File: src/rtl/apb_irq_servicer_if.sv
// APB requester bus plus the interrupt-vector handshake driven by apb_irq_servicer.
interface apb_irq_servicer_if #(
  parameter int unsigned APB_AW = 12
);
  logic [APB_AW-1:0] paddr;
  logic              pwrite;
  logic [31:0]       pwdata;
  logic              psel;
  logic              penable;
  logic [31:0]       prdata;
  logic              pready;
  logic              pslverr;
  logic              vec_valid;
  logic [7:0]        vec_id;
  logic              vec_ready;

  modport master (
    output paddr, pwrite, pwdata, psel, penable, vec_valid, vec_id,
    input  prdata, pready, pslverr, vec_ready
  );

  modport slave (
    input  paddr, pwrite, pwdata, psel, penable, vec_valid, vec_id,
    output prdata, pready, pslverr, vec_ready
  );
endinterface

File: src/rtl/apb_irq_servicer.sv
// Sweeps interrupt status words over APB, offers each set bit as a vector,
// then writes back exactly the serviced bits to the clear register.
module apb_irq_servicer #(
  parameter int unsigned NUM_WORDS   = 2,
  parameter int unsigned APB_AW      = 12,
  parameter int unsigned STATUS_BASE = 'h0C,
  parameter int unsigned CLR_BASE    = 'h10,
  parameter int unsigned TIMEOUT     = 255
) (
  input  logic               clk_apb,
  input  logic               rst_apb,
  input  logic               irq_in,
  apb_irq_servicer_if.master bus,
  output logic               err,
  output logic               busy
);
  localparam int unsigned WW = 3;
  localparam int unsigned CW = 8;
  localparam int unsigned DW = 32;

  typedef enum logic [2:0] {
    S_IDLE, S_RD_SETUP, S_RD_ACCESS, S_PUSH, S_WR_SETUP, S_WR_ACCESS, S_NEXT
  } state_e;

  state_e            state_q, state_d;
  logic [WW-1:0]     w_q, w_d;
  logic [DW-1:0]     snap_q, snap_d;
  logic [DW-1:0]     clr_q, clr_d;
  logic [CW-1:0]     cnt_q, cnt_d;
  logic [CW-1:0]     cnt_inc;
  logic              timed_out;
  logic              last_w;

  logic              psel_q, psel_d;
  logic              penable_q, penable_d;
  logic              pwrite_q, pwrite_d;
  logic [APB_AW-1:0] paddr_q, paddr_d;
  logic [DW-1:0]     pwdata_q, pwdata_d;
  logic              vec_valid_q, vec_valid_d;
  logic [7:0]        vec_id_q, vec_id_d;
  logic              err_d;
  logic              busy_d;

  // Index of the lowest set bit; callers only use it on non-zero words.
  function automatic logic [4:0] low_bit(input logic [DW-1:0] v);
    low_bit = 5'd0;
    for (int i = 31; i >= 0; i--) begin
      if (v[i]) low_bit = 5'(i);
    end
  endfunction

  assign cnt_inc   = cnt_q + 8'd1;
  assign timed_out = (cnt_inc == CW'(TIMEOUT));
  assign last_w    = (32'(w_q) == NUM_WORDS - 32'd1);

  always_comb begin
    state_d = state_q;
    w_d     = w_q;
    snap_d  = snap_q;
    clr_d   = clr_q;
    cnt_d   = cnt_q;
    err_d   = 1'b0;

    case (state_q)
      S_IDLE: begin
        if (irq_in) begin
          w_d     = '0;
          state_d = S_RD_SETUP;
        end
      end
      S_RD_SETUP: begin
        cnt_d   = '0;
        state_d = S_RD_ACCESS;
      end
      S_RD_ACCESS: begin
        if (bus.pready) begin
          if (bus.pslverr) begin
            err_d   = 1'b1;
            state_d = S_NEXT;
          end else begin
            snap_d  = bus.prdata;
            clr_d   = '0;
            state_d = (bus.prdata == '0) ? S_NEXT : S_PUSH;
          end
        end else begin
          cnt_d = cnt_inc;
          if (timed_out) begin
            err_d   = 1'b1;
            state_d = S_NEXT;
          end
        end
      end
      S_PUSH: begin
        // vec_id_q[4:0] is the bit currently on offer
        if (bus.vec_ready) begin
          snap_d = snap_q & ~(32'd1 << vec_id_q[4:0]);
          clr_d  = clr_q | (32'd1 << vec_id_q[4:0]);
          if (snap_d == '0) state_d = S_WR_SETUP;
        end
      end
      S_WR_SETUP: begin
        cnt_d   = '0;
        state_d = S_WR_ACCESS;
      end
      S_WR_ACCESS: begin
        if (bus.pready) begin
          err_d   = bus.pslverr;
          state_d = S_NEXT;
        end else begin
          cnt_d = cnt_inc;
          if (timed_out) begin
            err_d   = 1'b1;
            state_d = S_NEXT;
          end
        end
      end
      S_NEXT: begin
        if (last_w) begin
          state_d = S_IDLE;
        end else begin
          w_d     = w_q + 3'd1;
          state_d = S_RD_SETUP;
        end
      end
      default: state_d = S_IDLE;
    endcase

    // Output registers are loaded from the state being entered.
    psel_d      = 1'b0;
    penable_d   = 1'b0;
    pwrite_d    = 1'b0;
    paddr_d     = paddr_q;
    pwdata_d    = pwdata_q;
    vec_valid_d = 1'b0;
    vec_id_d    = vec_id_q;

    case (state_d)
      S_RD_SETUP, S_RD_ACCESS: begin
        psel_d    = 1'b1;
        penable_d = (state_d == S_RD_ACCESS);
        paddr_d   = APB_AW'(STATUS_BASE + 32'(w_d) * 32'd4);
      end
      S_WR_SETUP, S_WR_ACCESS: begin
        psel_d    = 1'b1;
        penable_d = (state_d == S_WR_ACCESS);
        pwrite_d  = 1'b1;
        paddr_d   = APB_AW'(CLR_BASE + 32'(w_d) * 32'd4);
        pwdata_d  = clr_d;
      end
      S_PUSH: begin
        vec_valid_d = 1'b1;
        vec_id_d    = {w_d, low_bit(snap_d)};
      end
      default: ;
    endcase

    busy_d = (state_d != S_IDLE);
  end

  always_ff @(posedge clk_apb) begin
    if (rst_apb) begin
      state_q     <= S_IDLE;
      w_q         <= '0;
      snap_q      <= '0;
      clr_q       <= '0;
      cnt_q       <= '0;
      psel_q      <= 1'b0;
      penable_q   <= 1'b0;
      pwrite_q    <= 1'b0;
      paddr_q     <= '0;
      pwdata_q    <= '0;
      vec_valid_q <= 1'b0;
      vec_id_q    <= '0;
      err         <= 1'b0;
      busy        <= 1'b0;
    end else begin
      state_q     <= state_d;
      w_q         <= w_d;
      snap_q      <= snap_d;
      clr_q       <= clr_d;
      cnt_q       <= cnt_d;
      psel_q      <= psel_d;
      penable_q   <= penable_d;
      pwrite_q    <= pwrite_d;
      paddr_q     <= paddr_d;
      pwdata_q    <= pwdata_d;
      vec_valid_q <= vec_valid_d;
      vec_id_q    <= vec_id_d;
      err         <= err_d;
      busy        <= busy_d;
    end
  end

  assign bus.psel      = psel_q;
  assign bus.penable   = penable_q;
  assign bus.pwrite    = pwrite_q;
  assign bus.paddr     = paddr_q;
  assign bus.pwdata    = pwdata_q;
  assign bus.vec_valid = vec_valid_q;
  assign bus.vec_id    = vec_id_q;
endmodule

File: src/flat_wrapper.sv
// flat-port wrapper written by rule: the top's interface ports become plain ports
module apb_irq_servicer_flat 
#(
  parameter int unsigned NUM_WORDS   = 2,
  parameter int unsigned APB_AW      = 12,
  parameter int unsigned STATUS_BASE = 'h0C,
  parameter int unsigned CLR_BASE    = 'h10,
  parameter int unsigned TIMEOUT     = 255
)
  (clk_apb, rst_apb, irq_in, err, busy, bus_paddr, bus_pwrite, bus_pwdata, bus_psel, bus_penable, bus_vec_valid, bus_vec_id, bus_prdata, bus_pready, bus_pslverr, bus_vec_ready);
  apb_irq_servicer_if #(.APB_AW(APB_AW)) bus_i ();
  input  logic clk_apb;
  input  logic rst_apb;
  input  logic irq_in;
  output logic err;
  output logic busy;
  output wire logic [$bits(bus_i.paddr)-1:0] bus_paddr;
  output wire logic [$bits(bus_i.pwrite)-1:0] bus_pwrite;
  output wire logic [$bits(bus_i.pwdata)-1:0] bus_pwdata;
  output wire logic [$bits(bus_i.psel)-1:0] bus_psel;
  output wire logic [$bits(bus_i.penable)-1:0] bus_penable;
  output wire logic [$bits(bus_i.vec_valid)-1:0] bus_vec_valid;
  output wire logic [$bits(bus_i.vec_id)-1:0] bus_vec_id;
  input wire logic [$bits(bus_i.prdata)-1:0] bus_prdata;
  input wire logic [$bits(bus_i.pready)-1:0] bus_pready;
  input wire logic [$bits(bus_i.pslverr)-1:0] bus_pslverr;
  input wire logic [$bits(bus_i.vec_ready)-1:0] bus_vec_ready;
  assign bus_paddr = bus_i.paddr;
  assign bus_pwrite = bus_i.pwrite;
  assign bus_pwdata = bus_i.pwdata;
  assign bus_psel = bus_i.psel;
  assign bus_penable = bus_i.penable;
  assign bus_vec_valid = bus_i.vec_valid;
  assign bus_vec_id = bus_i.vec_id;
  assign bus_i.prdata = bus_prdata;
  assign bus_i.pready = bus_pready;
  assign bus_i.pslverr = bus_pslverr;
  assign bus_i.vec_ready = bus_vec_ready;
  apb_irq_servicer #(.NUM_WORDS(NUM_WORDS), .APB_AW(APB_AW), .STATUS_BASE(STATUS_BASE), .CLR_BASE(CLR_BASE), .TIMEOUT(TIMEOUT)) u_core (.clk_apb(clk_apb), .rst_apb(rst_apb), .irq_in(irq_in), .bus(bus_i), .err(err), .busy(busy));
endmodule
File: config.mk
export PLATFORM = sky130hd
export DESIGN_NAME = apb_irq_servicer_flat
export DESIGN_NICKNAME = d
export VERILOG_FILES = /design/src/rtl/apb_irq_servicer_if.sv /design/src/rtl/apb_irq_servicer.sv /design/src/flat_wrapper.sv
export SDC_FILE = /design/constraint.sdc
export NUM_CORES = 1
export LEC_CHECK = 0
export CORE_MARGIN = 10
export CORE_UTILIZATION = 57
export CTS_CLUSTER_DIAMETER = 60
export CTS_CLUSTER_SIZE = 20
export DETAILED_ROUTE_END_ITERATION = 6
export DONT_BUFFER_PORTS = 1
export GPL_TIMING_DRIVEN = 1
export PLACE_DENSITY_LB_ADDON = 0.3
export SKIP_CTS_REPAIR_TIMING = 1
export SLEW_MARGIN = 20
export SYNTH_ARGS = -nofsm -noshare
export SYNTH_HDL_FRONTEND = slang
export SYNTH_SLANG_ARGS = --single-unit
File: constraint.sdc
create_clock -name clk_apb -period 5.9 [get_ports clk_apb]
set_clock_uncertainty 0.2 [all_clocks]
set_input_delay 0.885 -clock clk_apb [delete_from_list [all_inputs] [get_ports clk_apb]]
set_output_delay 0.885 -clock clk_apb [all_outputs]
set_load 0.02 [all_outputs]
After elaboration in Yosys (flattened, before gate mapping)
Cells that the tools add are included.
{ "word_totals": {"word_cells": 113, "out_inout_bits": 58, "latchBits": 0, "memories": 0, "mem_bits_ro": 0, "mem_bits_rw": 0, "register_bits": 136, "in_bits": 38} }
{ "op_classes": {"eq_ne": 14, "mul": 0, "shift": 1, "n_lt_le_gt_ge": 0, "bitwise_logic": 3, "muxes": 65, "n_addsub": 4, "div_mod_pow": 0, "reduce_logical": 12} }
{ "op_table": {"columns": ["operator", "n"], "rows": [
  ["$mux W32", 6],
  ["$mux W5", 32],
  ["$pmux W32 S2", 2],
  ["$logic_not A32 Y1", 2],
  ["$and A32 B32 Y32", 1],
  ["$not A32 Y32", 1],
  ["$or A32 B32 Y32", 1],
  ["$shl A1 B5 Y32 const A", 1],
  ["$mux W3", 10],
  ["$pmux W12 S2", 1],
  ["$pmux W3 S7", 1],
  ["$pmux W8 S2", 1],
  ["$eq A3 B3 Y1 const B", 5],
  ["$eq A3 B2 Y1 const B", 4],
  ["$eq A3 B1 Y1 const B", 3],
  ["$add A8 B1 Y8 const B", 1],
  ["$eq A8 B8 Y1 const B", 1],
  ["$mux W1", 8],
  ["$mux W8", 1],
  ["$reduce_or A2 Y1", 4],
  ["$add A4 B5 Y6 const A", 1],
  ["$add A5 B5 Y6 const A", 1],
  ["$pmux W3 S2", 1],
  ["$pmux W1 S2", 2],
  ["7 further kinds", 8]
]} }

Longest topological paths before layout
Gate-level depths: netlist (run 1).
{ "depth": {"word_depth": 37, "ltp_mapped": 13, "ltp_nobuf": 10} }

Worst setup path before layout (run 1)
OpenSTA, ideal clock, no wires.
{ "synth_timing": {"path_type": "input to register", "startpoint": "in bus_vec_ready", "endpoint": "reg u_core.paddr_q[3], in the netlist u_core.bus.paddr[3]", "n_path_buf": 1, "path_slack_ns": 2.331, "t_required_ns": 5.584, "cell_stages": 9, "t_arrival_ns": 3.253, "setup_time_ns": 0.116, "path_cell_list": "or3b_1 > o32ai_1 > nand4_1 > or4_1 > or4_4 > a22o_4 > buf_6 > and4_1 > a31o_2"} }
{ "synth_between": {"elab_chain_cells": 5, "elab_cells_between_ends": 10, "cone_classes": "4 x eq/ne; 3 x mux; 3 x reduce/logical"} }
{ "synth_rtl": {"columns": ["item", "line_no", "rtl"], "rows": [
  ["from (decl)", "flat_wrapper.sv:27", "input wire logic [$bits(bus_i.vec_ready)-1:0] bus_vec_ready;"],
  ["$mux W3 (*)", "apb_irq_servicer.sv:95", "if (bus.vec_ready) begin"],
  ["$pmux W3 S7 (*)", "apb_irq_servicer.sv:64", "case (state_q)"],
  ["$eq A3 B3 Y1, or another cell as far along", "apb_irq_servicer.sv:137", "case (state_d)"],
  ["$reduce_or A2 Y1", "apb_irq_servicer.sv:137", null],
  ["$pmux W12 S2 / $reduce_bool A2 Y1 (equally long branches)", null, null],
  ["to (signal assigned)", "apb_irq_servicer.sv:185", "paddr_q <= paddr_d;"],
  ["to (decl)", "apb_irq_servicer.sv:37", "logic [APB_AW-1:0] paddr_q, paddr_d;"]
]} }
Mark *: on every way between the ends. The rest lies on a longest branch, timed or not. The select of a mux whose other input is x is not followed.
A chain may end at the register's enable or synchronous reset.

Final worst setup path (run 1)
{ "layout_timing": {"startpoint": "reg u_core.vec_id_q[4], in the netlist u_core.bus.vec_id[4]", "endpoint": "reg u_core.vec_id_q[1], in the netlist u_core.bus.vec_id[1]"} }
{ "layout_between": {"elab_chain_cells": 37, "elab_cells_between_ends": 42, "cone_classes": "1 x eq/ne; 1 x shift; 37 x mux; 2 x bitwise; 1 x reduce/logical"} }
{ "layout_rtl": {"columns": ["item", "line_no", "rtl"], "rows": [
  ["from (decl)", "apb_irq_servicer.sv:40", "logic [7:0] vec_id_q, vec_id_d;"],
  ["from (signal assigned)", "apb_irq_servicer.sv:188", "vec_id_q <= vec_id_d;"],
  ["$shl A1 B5 Y32 (*)", "apb_irq_servicer.sv:96", "snap_d = snap_q & ~(32'd1 << vec_id_q[4:0]);"],
  ["$not A32 Y32 (*)", "apb_irq_servicer.sv:96", null],
  ["$and A32 B32 Y32 (*)", "apb_irq_servicer.sv:96", null],
  ["$mux W32", "apb_irq_servicer.sv:95", null],
  ["$pmux W32 S2", "apb_irq_servicer.sv:64", null],
  ["$mux W5 (32 in series)", "apb_irq_servicer.sv:48", "if (v[i]) low_bit = 5'(i);"]
]} }
Mark *: on every way between the ends. The rest lies on a longest branch, timed or not.

==> results.rst, run 1 <==
.. list-table::
   :header-rows: 1

   * - Metric
     - Value
   * - Total global-route track usage
     - 23.3%
   * - Average footprint of a synthesized cell
     - 7.97 um^2
   * - Height of the die
     - 125 um
   * - Worst Tran Pin Value
     - 0.990 ns
   * - Total of warnings raised by yosys
     - 0
   * - Largest buffer count on any clock path
     - 2
   * - Wire length of the first global-routing pass
     - 29600 um
   * - Worst slew margin
     - 34.0%
   * - Standard-cell rows
     - 38
   * - Clock latency on the worst-skew pair
     - 0.53 ns
   * - Total overflow reported by the global router
     - 0
   * - Dominant register cell in the synthesized netlist
     - sky130_fd_sc_hd__dfxtp_1
   * - Ports placed on the boundary
     - 96
   * - Clock buffer count from CTS
     - 17
   * - Share of cells above drive strength 1
     - 7.07%
   * - Pwr/cell area
     - 341 nW/um^2
   * - Top fanout value on the critical path
     - 21
   * - Dpl ws
     - 1.61 ns
   * - Setup TNS
     - 0 ns
   * - Tmin final
     - 4.39 ns
   * - Detailed placer's ending HPWL
     - 13500 um
   * - WP data required
     - 6.12 ns
   * - Layout Cell Area excl Fill
     - 6740 um^2
   * - Number of vias after detailed routing
     - 5851
   * - Input/output buffers
     - 0
   * - Antenna violation net count after detailed routing
     - 0
   * - Weighted congestion at the end of routability-driven global placement
     - 1.06
   * - Number of unique standard cell types used by synthesis
     - 75
   * - Maximum vdd drop
     - 0.238 mV
   * - Effective utilization at floorplan
     - 58.0%
   * - Number of max-cap violations
     - 0
   * - Full die area
     - 15600 um^2
   * - Violation count after the first detailed-route iteration
     - 912
   * - Final #Nets
     - 794
   * - Type of the worst min-delay path
     - in -> reg
   * - Sequential-to-total area share from yosys stat
     - 40.9%
   * - Synthesized instance count
     - 786
   * - Number of global-route vias before repair
     - 5342
   * - Final core occ
     - 62.5%
   * - Outcome
     - completed
   * - Total power draw
     - 2300 uW
   * - Final hold violations
     - 0
   * - Area growth from synthesis to final layout
     - 7.61%
   * - Unrepaired setup endpoints after global routing
     - false
   * - Upper clock frequency limit
     - 228 MHz
   * - Core region area
     - 10800 um^2
   * - Cell leakage power
     - 0.00246 uW
   * - Crit path kind
     - reg -> reg
   * - Data arrival time of the worst path
     - 4.61 ns
   * - Antenna violations before repair
     - 0
   * - Commonest cells after routing, fill and taps aside
     - sky130_fd_sc_hd__nor2_1 (147), sky130_fd_sc_hd__dfxtp_1 (128), sky130_fd_sc_hd__o21ai_0 (68)
   * - Vias per cell
     - 6.47
   * - Final cycle utilization of the critical path
     - 74.4%
   * - CTS tree
     - built
   * - Clock root buffer
     - sky130_fd_sc_hd__clkbuf_8
   * - Number of flops mapped to enable cells by yosys
     - 0
   * - DRC Markers
     - 0
   * - Commonest non-fill, non-tap cell in the layout
     - sky130_fd_sc_hd__nor2_1
   * - Endpoint kind of the worst setup timing path
     - flip-flop
   * - Largest net degree at the start of global routing
     - 112
   * - Wire per inst
     - 20.8 um
   * - Flip-flop and latch count after synthesis
     - 128
   * - Die extent in x
     - 125 um
   * - Summed instance area of the synthesized netlist
     - 6260 um^2
   * - Final setup vio count
     - 0
   * - Number of clock sinks seen by CTS
     - 128
   * - PnR worst setup slack
     - 1.51 ns
   * - Clk pin slew, worst setup/hold paths
     - 0.06 ns
   * - Number of pins with negative max-slew slack in the final report
     - 0
   * - Diodes inserted
     - 0
   * - Placed inst area
     - 6160 um^2
   * - Share of async-settable or async-resettable flops after synthesis
     - 0%
   * - Nature of the critical path startpoint
     - flip-flop
   * - H-tree levels
     - 4
   * - Number of detailed-routing iterations run before antenna repair
     - 5
   * - Total length of routed wires
     - 18800 um
==> worst max-delay path: stages, from the launching register on <==
cell                       delay (ns)
sky130_fd_sc_hd__dfxtp_1         0.95
sky130_fd_sc_hd__nand2_1         0.51
sky130_fd_sc_hd__o31ai_1         0.41
sky130_fd_sc_hd__nand4_1         0.14
sky130_fd_sc_hd__or4_1           0.59
sky130_fd_sc_hd__or4_4           0.49
sky130_fd_sc_hd__o211ai_4        0.16
sky130_fd_sc_hd__nand2b_1        0.51
sky130_fd_sc_hd__mux2i_1         0.26
sky130_fd_sc_hd__nor2_1          0.06
==> area by class of cell <==
cell class / count / area (um^2)
fill: 943 / 4050
multi-input combinational: 586 / 3340
sequential: 128 / 2560
clock buffer: 19 / 432
tap: 140 / 175
clock inverter: 13 / 153
inverter: 14 / 52.6
timing repair buffer: 4 / 30.0
==> per-layer routing <==
| layer | vias to the layer above | global-route usage [%] | routed length (um) |
|---|---|---|---|
| met1 | 2731 | 30.2 | 7800 |
| met5 | - | 0 | 0 |
| li1 | 2745 | - | - |
| met2 | 330 | 35.2 | 8420 |
| met4 | 0 | 8.74 | 554 |
| met3 | 45 | 7.49 | 2060 |
==> synthesized netlist by cell type, drive strengths merged, types with 2 or more instances <==
master | instances | area (um^2)
nand2b | 14 | 87.6
nand4 | 8 | 50.1
mux2i | 3 | 30.0
nand2 | 43 | 161
o21ai | 68 | 340
dfxtp | 128 | 2560
ha | 5 | 62.6
o31ai | 8 | 60.1
o2bb2ai | 9 | 78.8
o2111ai | 2 | 17.5
or2 | 8 | 50.1
or3b | 3 | 26.3
and4 | 3 | 26.3
nor2b | 7 | 43.8
nand3b | 5 | 37.5
a41oi | 2 | 17.5
o32ai | 9 | 78.8
nor2 | 148 | 558
a21oi | 51 | 259
clkbuf | 32 | 120
buf | 33 | 224
a211oi | 4 | 35.0
a2bb2oi | 23 | 201
a31oi | 5 | 31.3
nor4 | 35 | 219
nand4b | 2 | 17.5
or3 | 3 | 18.8
nor3 | 31 | 155
inv | 14 | 52.6
and2 | 15 | 93.8
a311oi | 3 | 26.3
nor4b | 2 | 17.5
a31o | 2 | 17.5
mux2 | 5 | 56.3
a21o | 2 | 15.0
xnor2 | 3 | 26.3
and3 | 6 | 37.5
nand3 | 8 | 40.0
or4 | 3 | 26.3
o2111a | 2 | 22.5
o22ai | 4 | 25.0
nor3b | 2 | 15.0
xor2 | 2 | 25.0
o211ai | 3 | 36.3
==> metrics by stage <==
| stage | hold slack (ns) | std cells |
|---|---|---|
| after floorplan | 0.248 | 793 |
| after global placement | 0.259 | 872 |
| after detailed placement | 0.272 | 872 |
| after CTS | 0.208 | 904 |
| after global routing | 0.207 | 904 |
| final | 0.233 | 904 |
==> sequential cells by signal, summed over array words and instances, names as in the netlist <==
register and count:
u_core.bus.vec_valid 1, u_core.bus.pwrite 1, u_core.cnt_q 8, u_core.snap_q 32, u_core.bus.penable 1, u_core.bus.vec_id 8, u_core.bus.paddr 4, u_core.busy 1
u_core.bus.psel 1, u_core.bus.pwdata 32, u_core.w_q 3, u_core.clr_q 32, u_core.err 1, u_core.state_q 3
==> worst paths after layout <==
| path | cells after the start | endpoint | slack (ns) | start |
|---|---|---|---|---|
| hold / removal | 1 | u_core.cnt_q[0] | 0.23 | rst_apb |
| setup / recovery | 9 | u_core.bus.vec_id[1] | 1.51 | u_core.bus.vec_id[4] |
| hold reg to reg | 1 | u_core.cnt_q[7] | 0.29 | u_core.cnt_q[7] |
| setup reg to reg | 9 | u_core.bus.vec_id[1] | 1.51 | u_core.bus.vec_id[4] |
==> where the power goes <==
group / internal, uW / leakage (uW) / switching (uW)
clock network: 620 / 0.000276 / 415
registers: 894 / 0.00103 / 68.1
logic: 107 / 0.00115 / 194
total: 1620 / 0.00246 / 677
==> cells by family (layout without fill, tap and decap cells) <==
logic type / after synthesis / count (layout) / synth area share, %
adders and majority gates: 5 / 5 / 0.999
DFF: 128 / 128 / 40.9
AOI/OAI and AO/OA: 212 / 212 / 22.4
muxes: 8 / 8 / 1.38
buffers and inverters: 79 / 50 / 6.33
xor gates and xnor gates: 5 / 5 / 0.819
and+or+nand+nor: 348 / 348 / 27.1
other: 1 / 8 / 0.0599
(Power assumes the default switching activity.)
==> run 2: changes to the inputs <==
Clock period 5.9 ns to 3.8 ns, I/O delays scaled along.
==> run 2 against run 1 <==
Total power rose by 60%. The run now ends with hold timing left. Largest power group unchanged. Routed wire length rose by 7.4%. Global-route usage up 1.1 points. Register-to-register slack got worse by 1.4 ns. Via count grew 3.1%. Sequential power increased by 52%. Non-clock buffer count increased by 35. Final cell count grew 4.0%. First-iteration DRC count shrank 9.9%. Sequential cell count did not move. Hold slack got worse by 0.24 ns.
==> results.rst, run 2 (synthesized netlist as in run 1, its figures left out) <==
.. list-table::
   :header-rows: 1

   * - Metric
     - Value
   * - Outcome
     - finished with violations
   * - Violated checks
     - hold timing
   * - Core region area
     - 10800 um^2
   * - Final cycle utilization of the critical path
     - 97.5%
   * - DRC Markers
     - 0
   * - Reg-to-reg critical path startpoint
     - u_core.bus.vec_id[2]
   * - Upper clock frequency limit
     - 270 MHz
   * - Number of global-route vias before repair
     - 5529
   * - Antenna violation net count after detailed routing
     - 0
   * - Crit path largest cell delay
     - 0.53 ns
   * - R2R setup slack
     - 0.1 ns
   * - Diodes inserted
     - 0
   * - Type of the worst min-delay path
     - in -> reg
   * - Nature of the critical path startpoint
     - flip-flop
   * - Effective utilization at floorplan
     - 58.0%
   * - CTS tree
     - built
   * - Number of vias after detailed routing
     - 6035
   * - Post-Route Hold Slack
     - -0.0103 ns
   * - Data arrival time of the worst path
     - 3.91 ns
   * - Cell leakage power
     - 0.00266 uW
   * - Violation count after the first detailed-route iteration
     - 822
   * - Worst slew margin
     - 40.0%
   * - Final hold violations
     - 2
   * - H-tree levels
     - 4
   * - Area growth from synthesis to final layout
     - 12.6%
   * - Maximum vdd drop
     - 0.364 mV
   * - Wire per inst
     - 21.5 um
   * - WP data required
     - 4.01 ns
   * - Unrepaired setup endpoints after global routing
     - false
   * - Height of the die
     - 125 um
   * - CP delay by family, top
     - simple AND/OR/NAND/NOR gates
   * - Number of detailed-routing iterations run before antenna repair
     - 5
   * - Top fanout value on the critical path
     - 12
   * - Total global-route track usage
     - 24.4%
   * - Standard-cell rows
     - 38
   * - Crit path kind
     - reg -> reg
   * - Number of clock sinks seen by CTS
     - 128
   * - Final instance count without filler cells
     - 940
   * - Input/output buffers
     - 0
   * - Wire length of the first global-routing pass
     - 31000 um
   * - Min-Delay Path Depth
     - 2
   * - Full die area
     - 15600 um^2
   * - Vias per cell
     - 6.42
   * - Depth of the most critical reg-to-reg path
     - 11
   * - Dominant cell type by count on the critical path
     - sky130_fd_sc_hd__buf_4
   * - Setup TNS
     - 0 ns
   * - Clock root buffer
     - sky130_fd_sc_hd__clkbuf_8
   * - Number of pins with negative max-slew slack in the final report
     - 0
   * - Final core occ
     - 65.3%
   * - Post-Place Cells
     - 906
   * - Layout Cell Area excl Fill
     - 7050 um^2
   * - Pwr/cell area
     - 522 nW/um^2
   * - Share of cells above drive strength 1
     - 11.3%
   * - Start point of the worst min-delay path
     - bus_prdata[13]
   * - Worst Tran Pin Value
     - 0.892 ns
   * - Total overflow reported by the global router
     - 0
   * - Largest buffer count on any clock path
     - 2
   * - Number of cells on the critical path
     - 11
   * - Die extent in x
     - 125 um
   * - Weighted congestion at the end of routability-driven global placement
     - 1.00
   * - Endpoint, Worst Hold
     - u_core.snap_q[13]
   * - Ports placed on the boundary
     - 96
   * - Tmin final
     - 3.70 ns
   * - Placed inst area
     - 6420 um^2
   * - Total length of routed wires
     - 20200 um
   * - Master of the slowest instance on the critical path
     - sky130_fd_sc_hd__or4_4
   * - Endpoint kind of the worst setup timing path
     - flip-flop
   * - Crit path buf inv count
     - 2
   * - Number of max-cap violations
     - 0
   * - Clock buffer count from CTS
     - 17
   * - Final setup vio count
     - 0
   * - Critical Path, Cell by Cell
     - buf_4, or3b_1, o32ai_1, nand4_1, or4_1, or4_4, o211ai_4, nand2b_1, buf_4, mux2i_1, nor2_1
   * - Commonest cells after routing, fill and taps aside
     - sky130_fd_sc_hd__nor2_1 (147), sky130_fd_sc_hd__dfxtp_1 (128), sky130_fd_sc_hd__o21ai_0 (68)
   * - Antenna violations before repair
     - 0
   * - Final #Nets
     - 830
   * - Commonest non-fill, non-tap cell in the layout
     - sky130_fd_sc_hd__nor2_1
   * - Reg2Reg Capture Point
     - u_core.bus.vec_id[1]
   * - Clock latency on the worst-skew pair
     - 0.55 ns
   * - Detailed placer's ending HPWL
     - 14400 um
   * - Largest net degree at the start of global routing
     - 112
   * - Clk pin slew, worst setup/hold paths
     - 0.07 ns
[run 2: metal layers]
| metal | vias up | GRT usage [%] | wire length [um] |
|---|---|---|---|
| li1 | 2829 | - | - |
| met1 | 2830 | 31.2 | 8130 |
| met2 | 320 | 36.8 | 9030 |
| met3 | 56 | 7.66 | 2380 |
| met4 | 0 | 10.6 | 687 |
| met5 | - | 0 | 0 |
[run 2: cell type report]
cell class / instances / area [um^2]
clock inverter: 12 / 149
sequential: 128 / 2560
multi-input combinational: 587 / 3350
tap: 140 / 175
clock buffer: 20 / 435
fill: 891 / 3740
inverter: 14 / 52.6
timing repair buffer: 39 / 325
[run 2: worst max path at each step]
stage                               from                    end  slack (ns)
floorplan           u_core.bus.vec_id[4]    u_core.bus.paddr[3]        0.46
global placement    u_core.bus.vec_id[2]    u_core.bus.paddr[3]        0.23
detailed placement  u_core.bus.vec_id[2]    u_core.bus.paddr[4]        0.18
CTS                 u_core.bus.vec_id[2]  u_core.bus.pwdata[17]        0.17
global route        u_core.bus.vec_id[2]   u_core.bus.vec_id[1]       0.001
finish              u_core.bus.vec_id[2]   u_core.bus.vec_id[1]         0.1
[run 2: report_power, final]
group | total [uW] | internal [uW] | switching, uW
clock network | 1620 | 968 | 656
logic | 597 | 217 | 381
registers | 1460 | 1390 | 75.7
[run 2: worst reg2reg max path, cell delays in order, from the launching register on]
cell and delay, ns:
sky130_fd_sc_hd__dfxtp_1 0.42, sky130_fd_sc_hd__buf_4 0.23, sky130_fd_sc_hd__or3b_1 0.41, sky130_fd_sc_hd__o32ai_1 0.28, sky130_fd_sc_hd__nand4_1 0.13, sky130_fd_sc_hd__or4_1 0.52
sky130_fd_sc_hd__or4_4 0.53, sky130_fd_sc_hd__o211ai_4 0.19, sky130_fd_sc_hd__nand2b_1 0.19, sky130_fd_sc_hd__buf_4 0.19, sky130_fd_sc_hd__mux2i_1 0.22, sky130_fd_sc_hd__nor2_1 0.07
[run 2: through the flow]
| stage | hold WS [ns] | worst slack, ns | total power (uW) |
|---|---|---|---|
| finish | -0.0103 | 0.0961 | 3680 |
| floorplan | 0.248 | 0.461 | 1910 |
| CTS | -0.106 | 0.169 | 3640 |
| global placement | 0.266 | 0.234 | 2030 |
| detailed placement | 0.275 | 0.179 | 2040 |
| global route | 0.0222 | 0.00143 | 3790 |
==> run 3: changes to the inputs <==
Settings changed: CELL_PAD_IN_SITES_DETAIL_PLACEMENT from default to 1, CELL_PAD_IN_SITES_GLOBAL_PLACEMENT from default to 2, CORE_UTILIZATION 57 to 33.
==> run 3 against run 2 <==
The flow now finishes without violations. Register-to-register slack better by 0.15 ns. Non-clock buffer count rose by 6. Sequential cell count unchanged. Worst setup slack gained 0.15 ns. Sequential share of layout area decreased by 0.68 points. First-iteration DRC count decreased by 59%. Clock power shrank 4%. Fmax is 4.2% higher. Hold slack improved by 0.034 ns.
==> results.rst, run 3 (synthesized netlist as in run 1, its figures left out) <==
.. list-table::
   :header-rows: 1

   * - Metric
     - Value
   * - Full die area
     - 24900 um^2
   * - Area growth from synthesis to final layout
     - 14.7%
   * - Master of the slowest instance on the critical path
     - sky130_fd_sc_hd__or4_1
   * - WP data required
     - 3.96 ns
   * - Maximum vdd drop
     - 0.318 mV
   * - Final hold violations
     - 0
   * - Net switching share of the total power
     - 29.8%
   * - Largest net degree at the start of global routing
     - 112
   * - Largest buffer count on any clock path
     - 2
   * - Clock root buffer
     - sky130_fd_sc_hd__clkbuf_16
   * - Share of power burned in combinational logic
     - 16.8%
   * - Total length of routed wires
     - 23300 um
   * - Final instance count without filler cells
     - 1038
   * - Tmin final
     - 3.55 ns
   * - Final #Nets
     - 835
   * - Type of the worst min-delay path
     - in -> reg
   * - Number of clock sinks seen by CTS
     - 128
   * - Pwr/cell area
     - 503 nW/um^2
   * - Top fanout value on the critical path
     - 32
   * - Wire length of the first global-routing pass
     - 35700 um
   * - Worst Tran Pin Value
     - 0.750 ns
   * - Nature of the critical path startpoint
     - flip-flop
   * - Worst slew margin
     - 49.6%
   * - Number of max-cap violations
     - 0
   * - Share of cells above drive strength 1
     - 11.7%
   * - Detailed placer's ending HPWL
     - 17500 um
   * - Diodes inserted
     - 0
   * - DRC Markers
     - 0
   * - Dominant cell type by count on the critical path
     - sky130_fd_sc_hd__nor2_1
   * - Setup TNS
     - 0 ns
   * - R2R setup slack
     - 0.25 ns
   * - Number of global-route vias before repair
     - 6030
   * - Violation count after the first detailed-route iteration
     - 338
   * - Commonest non-fill, non-tap cell in the layout
     - sky130_fd_sc_hd__nor2_1
   * - Final cycle utilization of the critical path
     - 93.5%
   * - H-tree levels
     - 4
   * - CTS tree
     - built
   * - Total global-route track usage
     - 18.7%
   * - Clock buffer count from CTS
     - 17
   * - Core region area
     - 18700 um^2
   * - Weighted congestion at the end of routability-driven global placement
     - 0.899
   * - Input/output buffers
     - 0
   * - Standard-cell rows
     - 50
   * - Ports placed on the boundary
     - 96
   * - Number of detailed-routing iterations run before antenna repair
     - 5
   * - Wire per inst
     - 22.4 um
   * - Outcome
     - completed
   * - Number of vias after detailed routing
     - 5950
   * - Height of the die
     - 158 um
   * - Total overflow reported by the global router
     - 0
   * - Endpoint kind of the worst setup timing path
     - flip-flop
   * - Internal power component
     - 2540 uW
   * - Antenna violations before repair
     - 0
   * - Switch Pwr
     - 1080 uW
   * - Vias per cell
     - 5.73
   * - Critical Path, Cell by Cell
     - mux2_2, o32ai_1, nand4_1, or4_1, or4_4, a22o_4, buf_4, nor2_1, a21oi_1, nor2_1
   * - Upper clock frequency limit
     - 281 MHz
   * - Clock group share of total power
     - 42.8%
   * - Crit path largest cell delay
     - 0.56 ns
   * - Crit path kind
     - reg -> reg
   * - Data arrival time of the worst path
     - 3.71 ns
   * - Die extent in x
     - 158 um
   * - Cell leakage power
     - 0.00267 uW
   * - Commonest cells after routing, fill and taps aside
     - sky130_fd_sc_hd__nor2_1 (147), sky130_fd_sc_hd__dfxtp_1 (128), sky130_fd_sc_hd__o21ai_0 (68)
   * - Post-Place Cells
     - 1007
   * - Final setup vio count
     - 0
   * - Number of pins with negative max-slew slack in the final report
     - 0
   * - Reg power frac
     - 40.4%
   * - Clock latency on the worst-skew pair
     - 0.42 ns
   * - Unrepaired setup endpoints after global routing
     - false
   * - Clk pin slew, worst setup/hold paths
     - 0.06 ns
   * - Antenna violation net count after detailed routing
     - 0
   * - Effective utilization at floorplan
     - 33.5%
[run 3: layout make-up]
cell class / instances / area, um^2
fillers: 2227 / 11500
well taps: 234 / 293
multi-input cells: 586 / 3340
clock buffers: 21 / 460
repair buffers: 45 / 388
clock inverters: 10 / 88.8
flip-flops and latches: 128 / 2560
inverters: 14 / 52.6
[run 3: power groups by stage]
stage | Combinational [uW] | Sequential [uW] | Clock (uW)
floorplan | 440 | 1470 | 0
global placement | 587 | 1490 | 0
finish | 609 | 1460 | 1550
global route | 665 | 1460 | 1640
detailed placement | 599 | 1490 | 0
CTS | 603 | 1460 | 1580
[run 3: critical path, delay by kind of cell (launching register included)]
family	cells	cell delay [ns]
AO/OA/AOI/OAI	3	0.74
buffers and inverters	1	0.24
flip-flops	1	0.51
multiplexers	1	0.37
AND/OR/NAND/NOR	5	1.39
[run 3: worst paths after layout]
path	from	end	depth (start not counted)
setup / recovery	u_core.bus.vec_id[4]	u_core.bus.pwdata[23]	10
hold / removal	rst_apb	u_core.cnt_q[0]	1
setup reg to reg	u_core.bus.vec_id[4]	u_core.bus.pwdata[23]	10
hold reg to reg	u_core.cnt_q[7]	u_core.cnt_q[7]	1
[run 3: per-layer routing]
layer | GRT usage, % | vias to the layer above | wire, um
met5 | 0 | - | 0
met4 | 8.64 | 0 | 763
met3 | 5.24 | 34 | 1540
met2 | 29.3 | 160 | 10700
met1 | 23.4 | 2928 | 10300
li1 | - | 2828 | -
[run 3: through the flow]
stage / setup slack (ns) / total power [uW] / instance area, um^2 / utilization (%) / hold WS (ns)
2_1_floorplan: 0.461 / 1910 / 6290 / - / 0.248
3_3_place_gp: 0.204 / 2080 / 6630 / 35.5 / 0.266
3_5_place_dp: 0.211 / 2090 / 6630 / 35.5 / 0.289
4_1_cts: 0.209 / 3640 / 7180 / 38.4 / 0.00978
5_1_grt: 0.0309 / 3770 / 7190 / 38.4 / 0.00861
6_report: 0.246 / 3620 / 7190 / 38.4 / 0.0238
